### config.mk
export PLATFORM = sky130hd
export DESIGN_NAME = button_conditioner_flat
export DESIGN_NICKNAME = d
export VERILOG_FILES = /design/src/rtl/button_conditioner_if.sv /design/src/rtl/button_conditioner.sv /design/src/flat_wrapper.sv
export SDC_FILE = /design/constraint.sdc
export NUM_CORES = 1
export LEC_CHECK = 0
export CORE_ASPECT_RATIO = 0.75
export CORE_MARGIN = 5
export CORE_UTILIZATION = 55
export CTS_CLUSTER_DIAMETER = 60
export DETAILED_ROUTE_END_ITERATION = 6
export PLACE_DENSITY_LB_ADDON = 0.25
export SYNTH_ARGS = -nofsm -noshare
export SYNTH_HDL_FRONTEND = slang
export SYNTH_SLANG_ARGS = --single-unit
### constraint.sdc
create_clock -name clk -period 3.1 [get_ports clk]
set_clock_uncertainty 0.15 [all_clocks]
set_input_delay 0.31 -clock clk [delete_from_list [all_inputs] [get_ports clk]]
set_output_delay 0.31 -clock clk [all_outputs]
set_load 0.05 [all_outputs]
### src/rtl/button_conditioner_if.sv
// button_conditioner_if: raw button inputs and conditioned outputs of the button conditioner.
interface button_conditioner_if;
  logic pause_btn_raw;
  logic change_btn_raw;
  logic pause;
  logic change_state;
  logic pause_press;
  logic change_press;
  modport master (output pause_btn_raw, change_btn_raw, input pause, change_state, pause_press, change_press);
  modport slave (input pause_btn_raw, change_btn_raw, output pause, change_state, pause_press, change_press);
endinterface

### src/rtl/button_conditioner.sv
// button_conditioner: sync, debounce and edge-detect two buttons into pause level and stretched change request; `AUTO_RESUME_EN lets a change press clear pause.
module button_conditioner #(
  parameter int DEBOUNCE_CYCLES = 500000,
  parameter int STRETCH_CYCLES = 50000000,
  parameter bit ACTIVE_LEVEL = 1'b1
) (
  input logic clk,
  input logic rst,
  button_conditioner_if.slave bus
);
  localparam int CW = $clog2(DEBOUNCE_CYCLES) + 1;
  localparam int SW = $clog2(STRETCH_CYCLES) + 1;
  typedef enum logic [1:0] {RELEASED, CHK_PRESS, PRESSED, CHK_REL} state_t;
  logic [1:0] raw, press;
  logic [SW-1:0] sc;
  logic pause_q, cs;
  assign raw = {bus.change_btn_raw, bus.pause_btn_raw};
  genvar g;
  for (g = 0; g < 2; g++) begin : g_btn
    logic s1, s2, pressed, hit, pulse_n, press_q;
    logic [CW-1:0] cnt, cnt_n;
    state_t st, st_n;
    assign pressed = s2 == ACTIVE_LEVEL;
    assign hit = cnt == CW'(DEBOUNCE_CYCLES - 1);
    assign press[g] = press_q;
    always_ff @(posedge clk) begin
      if (rst) begin
        s1 <= ~ACTIVE_LEVEL;
        s2 <= ~ACTIVE_LEVEL;
        st <= RELEASED;
        cnt <= '0;
        press_q <= 1'b0;
      end else begin
        s1 <= raw[g];
        s2 <= s1;
        st <= st_n;
        cnt <= cnt_n;
        press_q <= pulse_n;
      end
    end
    // counter restarts on every transition, so it never wraps
    always_comb begin
      st_n = st;
      cnt_n = cnt;
      pulse_n = 1'b0;
      case (st)
        RELEASED: if (pressed) begin st_n = CHK_PRESS; cnt_n = CW'(1); end
        CHK_PRESS:
          if (!pressed) begin st_n = RELEASED; cnt_n = '0; end
          else if (hit) begin st_n = PRESSED; cnt_n = '0; pulse_n = 1'b1; end
          else cnt_n = cnt + 1'b1;
        PRESSED: if (!pressed) begin st_n = CHK_REL; cnt_n = CW'(1); end
        CHK_REL:
          if (pressed) begin st_n = PRESSED; cnt_n = '0; end
          else if (hit) begin st_n = RELEASED; cnt_n = '0; end
          else cnt_n = cnt + 1'b1;
      endcase
    end
  end
  always_ff @(posedge clk) begin
    if (rst) begin
      cs <= 1'b0;
      sc <= '0;
      pause_q <= 1'b0;
    end else begin
      if (!cs && press[1]) begin
        cs <= 1'b1;
        sc <= SW'(STRETCH_CYCLES - 1);
      end else if (cs) begin
        if (sc == '0) cs <= 1'b0;
        else sc <= sc - 1'b1;
      end
`ifdef AUTO_RESUME_EN
      pause_q <= (press[1] && !cs && pause_q) ? 1'b0 : pause_q ^ press[0];
`else
      pause_q <= pause_q ^ press[0];
`endif
    end
  end
  assign bus.pause = pause_q;
  assign bus.change_state = cs;
  assign bus.pause_press = press[0];
  assign bus.change_press = press[1];
endmodule
### src/flat_wrapper.sv
// flat-port wrapper written by rule: the top's interface ports become plain ports
module button_conditioner_flat 
#(
  parameter int DEBOUNCE_CYCLES = 500000,
  parameter int STRETCH_CYCLES = 50000000,
  parameter bit ACTIVE_LEVEL = 1'b1
)
  (clk, rst, bus_pause_btn_raw, bus_change_btn_raw, bus_pause, bus_change_state, bus_pause_press, bus_change_press);
  button_conditioner_if bus_i ();
  input logic clk;
  input logic rst;
  input wire logic [$bits(bus_i.pause_btn_raw)-1:0] bus_pause_btn_raw;
  input wire logic [$bits(bus_i.change_btn_raw)-1:0] bus_change_btn_raw;
  output wire logic [$bits(bus_i.pause)-1:0] bus_pause;
  output wire logic [$bits(bus_i.change_state)-1:0] bus_change_state;
  output wire logic [$bits(bus_i.pause_press)-1:0] bus_pause_press;
  output wire logic [$bits(bus_i.change_press)-1:0] bus_change_press;
  assign bus_i.pause_btn_raw = bus_pause_btn_raw;
  assign bus_i.change_btn_raw = bus_change_btn_raw;
  assign bus_pause = bus_i.pause;
  assign bus_change_state = bus_i.change_state;
  assign bus_pause_press = bus_i.pause_press;
  assign bus_change_press = bus_i.change_press;
  button_conditioner #(.DEBOUNCE_CYCLES(DEBOUNCE_CYCLES), .STRETCH_CYCLES(STRETCH_CYCLES), .ACTIVE_LEVEL(ACTIVE_LEVEL)) u_core (.clk(clk), .rst(rst), .bus(bus_i));
endmodule
==> impl_metrics.json, run 1 <==
{
  "cpMaxStageDelayCell": "or4b_4",
  "grt_antenna_before_repair": 0,
  "vias": 3651,
  "slew_violations": 0,
  "syn_area_um2": 3946,
  "p_clk_frac": 0.423,
  "diodes": 0,
  "final_hold_viol_count": 0,
  "yosys.cell_types.count": 49,
  "power_density_nw_per_um2": 434.9,
  "clock_path_buffers": 2,
  "slew_headroom": 0.1318,
  "numCtsBuffers": 9,
  "gp_congestion": 0.9270,
  "num-fill-cells": 651,
  "start_kind": "register",
  "synth_commonest_cells": "79 x dfxtp_1, 47 x a21oi_1, 37 x nor2_1",
  "drc": 0,
  "rows": 26,
  "dpl.cell_count": 569,
  "path_clk_slew_ns": 0.08,
  "pwr-share-seq": 0.548,
  "die-area_um2": 8987,
  "syn_avg_cell_area_um2": 8.256,
  "syn_inst": 478,
  "finalCritPeriodShare": 0.8843,
  "p_sw_mw": 0.4026,
  "synth_most_common_cell": "dfxtp_1",
  "initial_core_util": 0.5722,
  "routed_via_density": 6.252,
  "syn_nets": 486,
  "drt_wl_total_um": 9226,
  "cts_sinks": 79,
  "cts_resized": 0,
  "dieHeight_um": 83.36,
  "synth_edf_count": 0,
  "rsz0062_at_grt": "false",
  "ioPinCount": 8,
  "period_needed_ns": 2.741,
  "setup_tns_ns": 0,
  "cts_hold_buf": 0,
  "synth_top_flop_cell": "dfxtp_1",
  "intPower_mw": 1.474,
  "finalNonFillerCells": 584,
  "dp_hpwl_um": 6300,
  "share_comb_of_total_power": 0.029,
  "postCtsSetupRepairBufs": 0,
  "grt-ovfl-total": 0,
  "grtUsageTotal": 0.2192,
  "worstPathArrival_ns": 2.82,
  "area.growth.synth_to_final_pct": 9.353,
  "htree_levels": 3,
  "portBuffers": 7,
  "drive_gt1_frac": 0.07819,
  "switching_share": 0.2145,
  "worst-path-max-fanout": 9,
  "cp_common_cell": "or4_4",
  "cts-root-buf": "clkbuf_8",
  "outcome": "completed",
  "leakage_nw": 1.438,
  "die_w_um": 107.8,
  "core-area_um2": 6897,
  "finalSetupViolCount": 0,
  "clk_latency_ns": 0.35,
  "drv_cap": 0,
  "max_freq_mhz": 364.8,
  "ys_ff_latch": 79,
  "max_stage_delay_ns": 0.59,
  "synth_area_leaders": "dfxtp_1 40%, a21oi_1 6.0%, a31oi_1 3.6%, nand3_1 3.6%, nor2_1 3.5%",
  "grt_pass1_vias": 3526,
  "grt_max_degree": 34,
  "cts_tree": "built",
  "drt_iter0_drc": 234,
  "tightest_slew_ns": 1.300,
  "yosysSeqAreaShare": 0.4008,
  "synthArstFlopShare": 0,
  "cp_cell_sequence": "or4_4 -> or4b_4 -> or4_4 -> nor3_1 -> nor4_1",
  "end_kind": "register",
  "grt_pass1_wl_um": 16280,
  "peakVddDrop_mv": 0.3892,
  "crit_type": "reg2reg",
  "hold_class": "in2reg",
  "nets": 490,
  "antenna_left": 0,
  "dr.pass1.iters": 5,
  "worstPathRequired_ns": 3.18,
  "wl_per_cell_um": 15.80,
  "yosysTopAreaCellShare": 0.4008,
  "yosys.area.top_type": "dfxtp_1",
  "yosys_warnings": 0
}
worst max-delay path: cells and delay by family, from the launching register on:
| kind | cells | cell delay [ns] |
|---|---|---|
| and+or+nand+nor | 5 | 2.10 |
| DFF | 1 | 0.36 |
stage by stage:
stage	hold slack (ns)	util	power, mW	setup WS [ns]	cell area (µm²)
6_report	0.1492	0.6257	1.877	0.3585	4315
5_1_grt	0.1581	0.6257	1.958	0.1024	4315
4_1_cts	0.1211	0.6257	1.905	0.3579	4315
3_5_place_dp	0.2819	0.5956	1.108	0.3772	4108
3_3_place_gp	0.2799	0.5956	1.105	0.4365	4108
2_1_floorplan	0.2638	-	1.088	0.3726	3946
sequential cells by signal (all words and copies together), names as in the netlist, named ones only:
name	flops
u_core.g_btn.cnt	40
u_core.bus.pause	1
u_core.g_btn.st	2
u_core.sc	27
u_core.g_btn.pressed	2
u_core.g_btn.s1	2
u_core.bus.pause_press	1
u_core.bus.change_state	1
u_core.bus.change_press	1
final timing paths:
kind | from | to | slack (ns) | cells after the start
worst min-delay path | rst | u_core.g_btn[1].cnt[1] | 0.15 | 2
worst max-delay path | u_core.sc[21] | u_core.sc[5] | 0.36 | 5
worst min register to register | u_core.g_btn[1].s1 | u_core.g_btn[1].pressed | 0.30 | 1
worst max register to register | u_core.sc[21] | u_core.sc[5] | 0.36 | 5
power by group through the flow:
stage | combinational (mW) | clock (mW) | sequential [mW]
after CTS | 0.0552 | 0.821 | 1.03
after global placement | 0.0531 | 0 | 1.05
final | 0.0547 | 0.793 | 1.03
after global routing | 0.0616 | 0.866 | 1.03
after detailed placement | 0.0550 | 0 | 1.05
after floorplan | 0.0403 | 0 | 1.05
area by class of cell:
| cell class | instances | area [µm²] | share of cell area |
|---|---|---|---|
| multi-input cells | 370 | 2248 | 0.5210 |
| flip-flops and latches | 79 | 1582 | 0.3665 |
| clock buffers | 13 | 168.9 | 0.03914 |
| repair buffers | 16 | 132.6 | 0.03073 |
| well taps | 98 | 122.6 | 0.02841 |
| clock inverters | 2 | 38.79 | 0.008988 |
| inverters | 6 | 22.52 | 0.005219 |
layer usage:
metal / up-vias / global-route usage / wire, µm
met4: 0 / 0.07798 / 99
met1: 1712 / 0.2980 / 4395
met2: 115 / 0.3222 / 4200
li1: 1814 / - / -
met5: - / 0 / 0
met3: 10 / 0.07442 / 530
cell families (layout without fill, tap and decap cells):
logic type	count (synthesis)	count (layout)	share of synthesized area
mux	4	4	0.01015
fa+ha+maj	4	4	0.01268
xor+xnor	23	23	0.05105
simple gates	217	217	0.3034
flops	79	79	0.4008
buf+inv	29	37	0.03202
compound gates	122	122	0.1899
cells in the final DEF, fill, tap and decap left out, types with 8 or more instances in the layout:
cell type | Yosys | final
dfxtp_1 | 79 | 79
a21oi_1 | 47 | 47
nor2_1 | 37 | 37
nand2_1 | 32 | 32
nand3_1 | 28 | 28
nor3_1 | 25 | 25
a31oi_1 | 23 | 23
o21ai_0 | 20 | 20
nand4_1 | 17 | 17
xor2_1 | 12 | 12
nor4_1 | 12 | 12
clkbuf_8 | 0 | 12
xnor2_1 | 11 | 11
or3_1 | 11 | 11
nand2b_1 | 9 | 9
buf_4 | 0 | 9
nor2b_1 | 8 | 8
Note: power is estimated with default switching activity, not from simulation.
==> run 2, diff against run 1 <==
--- a/config.mk
+++ b/config.mk
@@ -7,7 +7,7 @@
 export LEC_CHECK = 0
 export CORE_ASPECT_RATIO = 0.75
 export CORE_MARGIN = 5
-export CORE_UTILIZATION = 55
+export CORE_UTILIZATION = 60
 export CTS_CLUSTER_DIAMETER = 60
 export DETAILED_ROUTE_END_ITERATION = 6
 export PLACE_DENSITY_LB_ADDON = 0.25
==> run 2 against run 1 <==
Against the previous run: final area grew 1.3%; hold slack gained 0.15 ns; sequential share of layout area shrank 0.47 points; sequential cell count is the same; wire length shrank 1.4%; die area shrank 7.5%; critical path type unchanged; largest power group unchanged.
==> impl_metrics.json, run 2 (same netlist as run 1, synthesis figures left out) <==
{
  "vias": 3669,
  "clock_path_buffers": 2,
  "finalSetupViolCount": 0,
  "dieHeight_um": 80.24,
  "dp_hpwl_um": 6184,
  "dpl_cell_area_um2": 4114,
  "max_freq_mhz": 357.6,
  "dpl.cell_count": 555,
  "grt_antenna_before_repair": 0,
  "rr_startpoint": "u_core.sc[21]",
  "drc": 0,
  "initial_core_util": 0.6215,
  "p_clk_frac": 0.474,
  "cpMaxStageDelayCell": "or4b_4",
  "p_sw_mw": 0.4112,
  "path_clk_slew_ns": 0.08,
  "min_from": "u_core.g_btn[0].s1",
  "worstPathRequired_ns": 3.15,
  "cts_hold_buf": 0,
  "end_kind": "register",
  "grt_pass1_wl_um": 15440,
  "portBuffers": 7,
  "grt_max_degree": 30,
  "grtUsageTotal": 0.2269,
  "slew_violations": 0,
  "die_w_um": 103.6,
  "max_stage_delay_ns": 0.60,
  "post-route-util": 0.6885,
  "die-area_um2": 8316,
  "cts_resized": 0,
  "core-area_um2": 6350,
  "drv_cap": 0,
  "cp-startpoint": "u_core.sc[21]",
  "start_kind": "register",
  "slew_headroom": 0.4724,
  "cts_tree": "built",
  "final_common_cell": "dfxtp_1",
  "clk_latency_ns": 0.35,
  "largest_register_ffs": 40,
  "outcome": "completed",
  "tightest_slew_ns": 0.7897,
  "finalNonFillerCells": 570,
  "cp_cell_sequence": "or4_4 -> or4b_4 -> nor4_1 -> buf_4 -> or4_1 -> a31oi_1",
  "layout_common_cells": "79 x dfxtp_1, 47 x a21oi_1, 37 x nor2_1",
  "area.growth.synth_to_final_pct": 10.78,
  "diodes": 0,
  "intPower_mw": 1.651,
  "drt_wl_total_um": 9095,
  "drt_iter0_drc": 251,
  "ioPinCount": 8,
  "routed_via_density": 6.437,
  "fin_area_um2": 4372,
  "numCtsBuffers": 9,
  "gp_congestion": 0.9272,
  "rows": 25,
  "rsz0062_at_grt": "false",
  "worstPathArrival_ns": 2.85,
  "peakVddDrop_mv": 0.3770,
  "switching_share": 0.1994,
  "hold_class": "reg2reg",
  "max_flop_register": "u_core.g_btn.cnt",
  "cts-root-buf": "clkbuf_8",
  "leakage_nw": 1.478,
  "share_comb_of_total_power": 0.027,
  "drive_gt1_frac": 0.08384,
  "wl_per_cell_um": 15.96,
  "cts_sinks": 79,
  "htree_levels": 3,
  "postCtsSetupRepairBufs": 0,
  "finalCritPeriodShare": 0.9021,
  "crit_type": "reg2reg",
  "worst-path-max-fanout": 10,
  "dr.pass1.iters": 4,
  "top_regs": "u_core.g_btn.cnt: 40 flops, u_core.sc: 27 flops",
  "period_needed_ns": 2.797,
  "final_hold_viol_count": 0,
  "nets": 493,
  "setup_tns_ns": 0,
  "pwr-share-seq": 0.499,
  "power_density_nw_per_um2": 471.7,
  "antenna_left": 0,
  "grt-ovfl-total": 0,
  "grt_pass1_vias": 3356
}
[run 2: cell count changes in the layout (fill, tap and decap cells not counted), sizes merged]
cell	before	now
clkinv	1	2
clkdlybuf4s50	6	7
buf	10	12
bufinv	1	4
clkbuf	13	9
[run 2: layout make-up]
class,instances,area [µm²]
clock buffers,9,123.9
well taps,81,101.3
multi-input cells,370,2248
inverters,6,22.52
fillers,520,1978
repair buffers,19,160.2
flip-flops and latches,79,1582
clock inverters,6,133.9
[run 2: per-stage QoR]
step | hold slack, ns | power (mW) | setup slack (ns)
6_report | 0.3040 | 2.062 | 0.3034
5_1_grt | 0.3244 | 2.138 | 0.2716
4_1_cts | 0.3068 | 2.076 | 0.3464
3_5_place_dp | 0.2937 | 1.107 | 0.4005
3_3_place_gp | 0.2830 | 1.106 | 0.4439
2_1_floorplan | 0.2638 | 1.088 | 0.3726
[run 2: path summary, 6_finish.rpt]
path | end | slack, ns | cells after the start
min | u_core.g_btn[0].pressed | 0.30 | 1
max reg2reg | u_core.sc[4] | 0.30 | 6
min reg2reg | u_core.g_btn[0].pressed | 0.30 | 1
max | u_core.sc[4] | 0.30 | 6
[run 2: per-layer routing]
layer / vias to the layer above / wire length [µm] / GRT usage
met3: 19 / 617 / 0.06024
met1: 1703 / 4357 / 0.3118
li1: 1816 / - / -
met4: 0 / 142 / 0.08519
met5: - / 0 / 0
met2: 131 / 3977 / 0.3416
[run 2: worst max-delay path: cells and delay by family, from the launching register on]
kind,cells,cell delay (ns)
and+or+nand+nor,4,1.79
buffers and inverters,1,0.25
DFF,1,0.37
AOI/OAI and AO/OA,1,0.10
[run 2: power groups by stage]
stage / registers [mW] / clock network, mW / logic, mW
floorplan: 1.05 / 0 / 0.0403
global placement: 1.05 / 0 / 0.0543
detailed placement: 1.05 / 0 / 0.0551
CTS: 1.03 / 0.992 / 0.0555
global route: 1.03 / 1.05 / 0.0613
finish: 1.03 / 0.978 / 0.0555
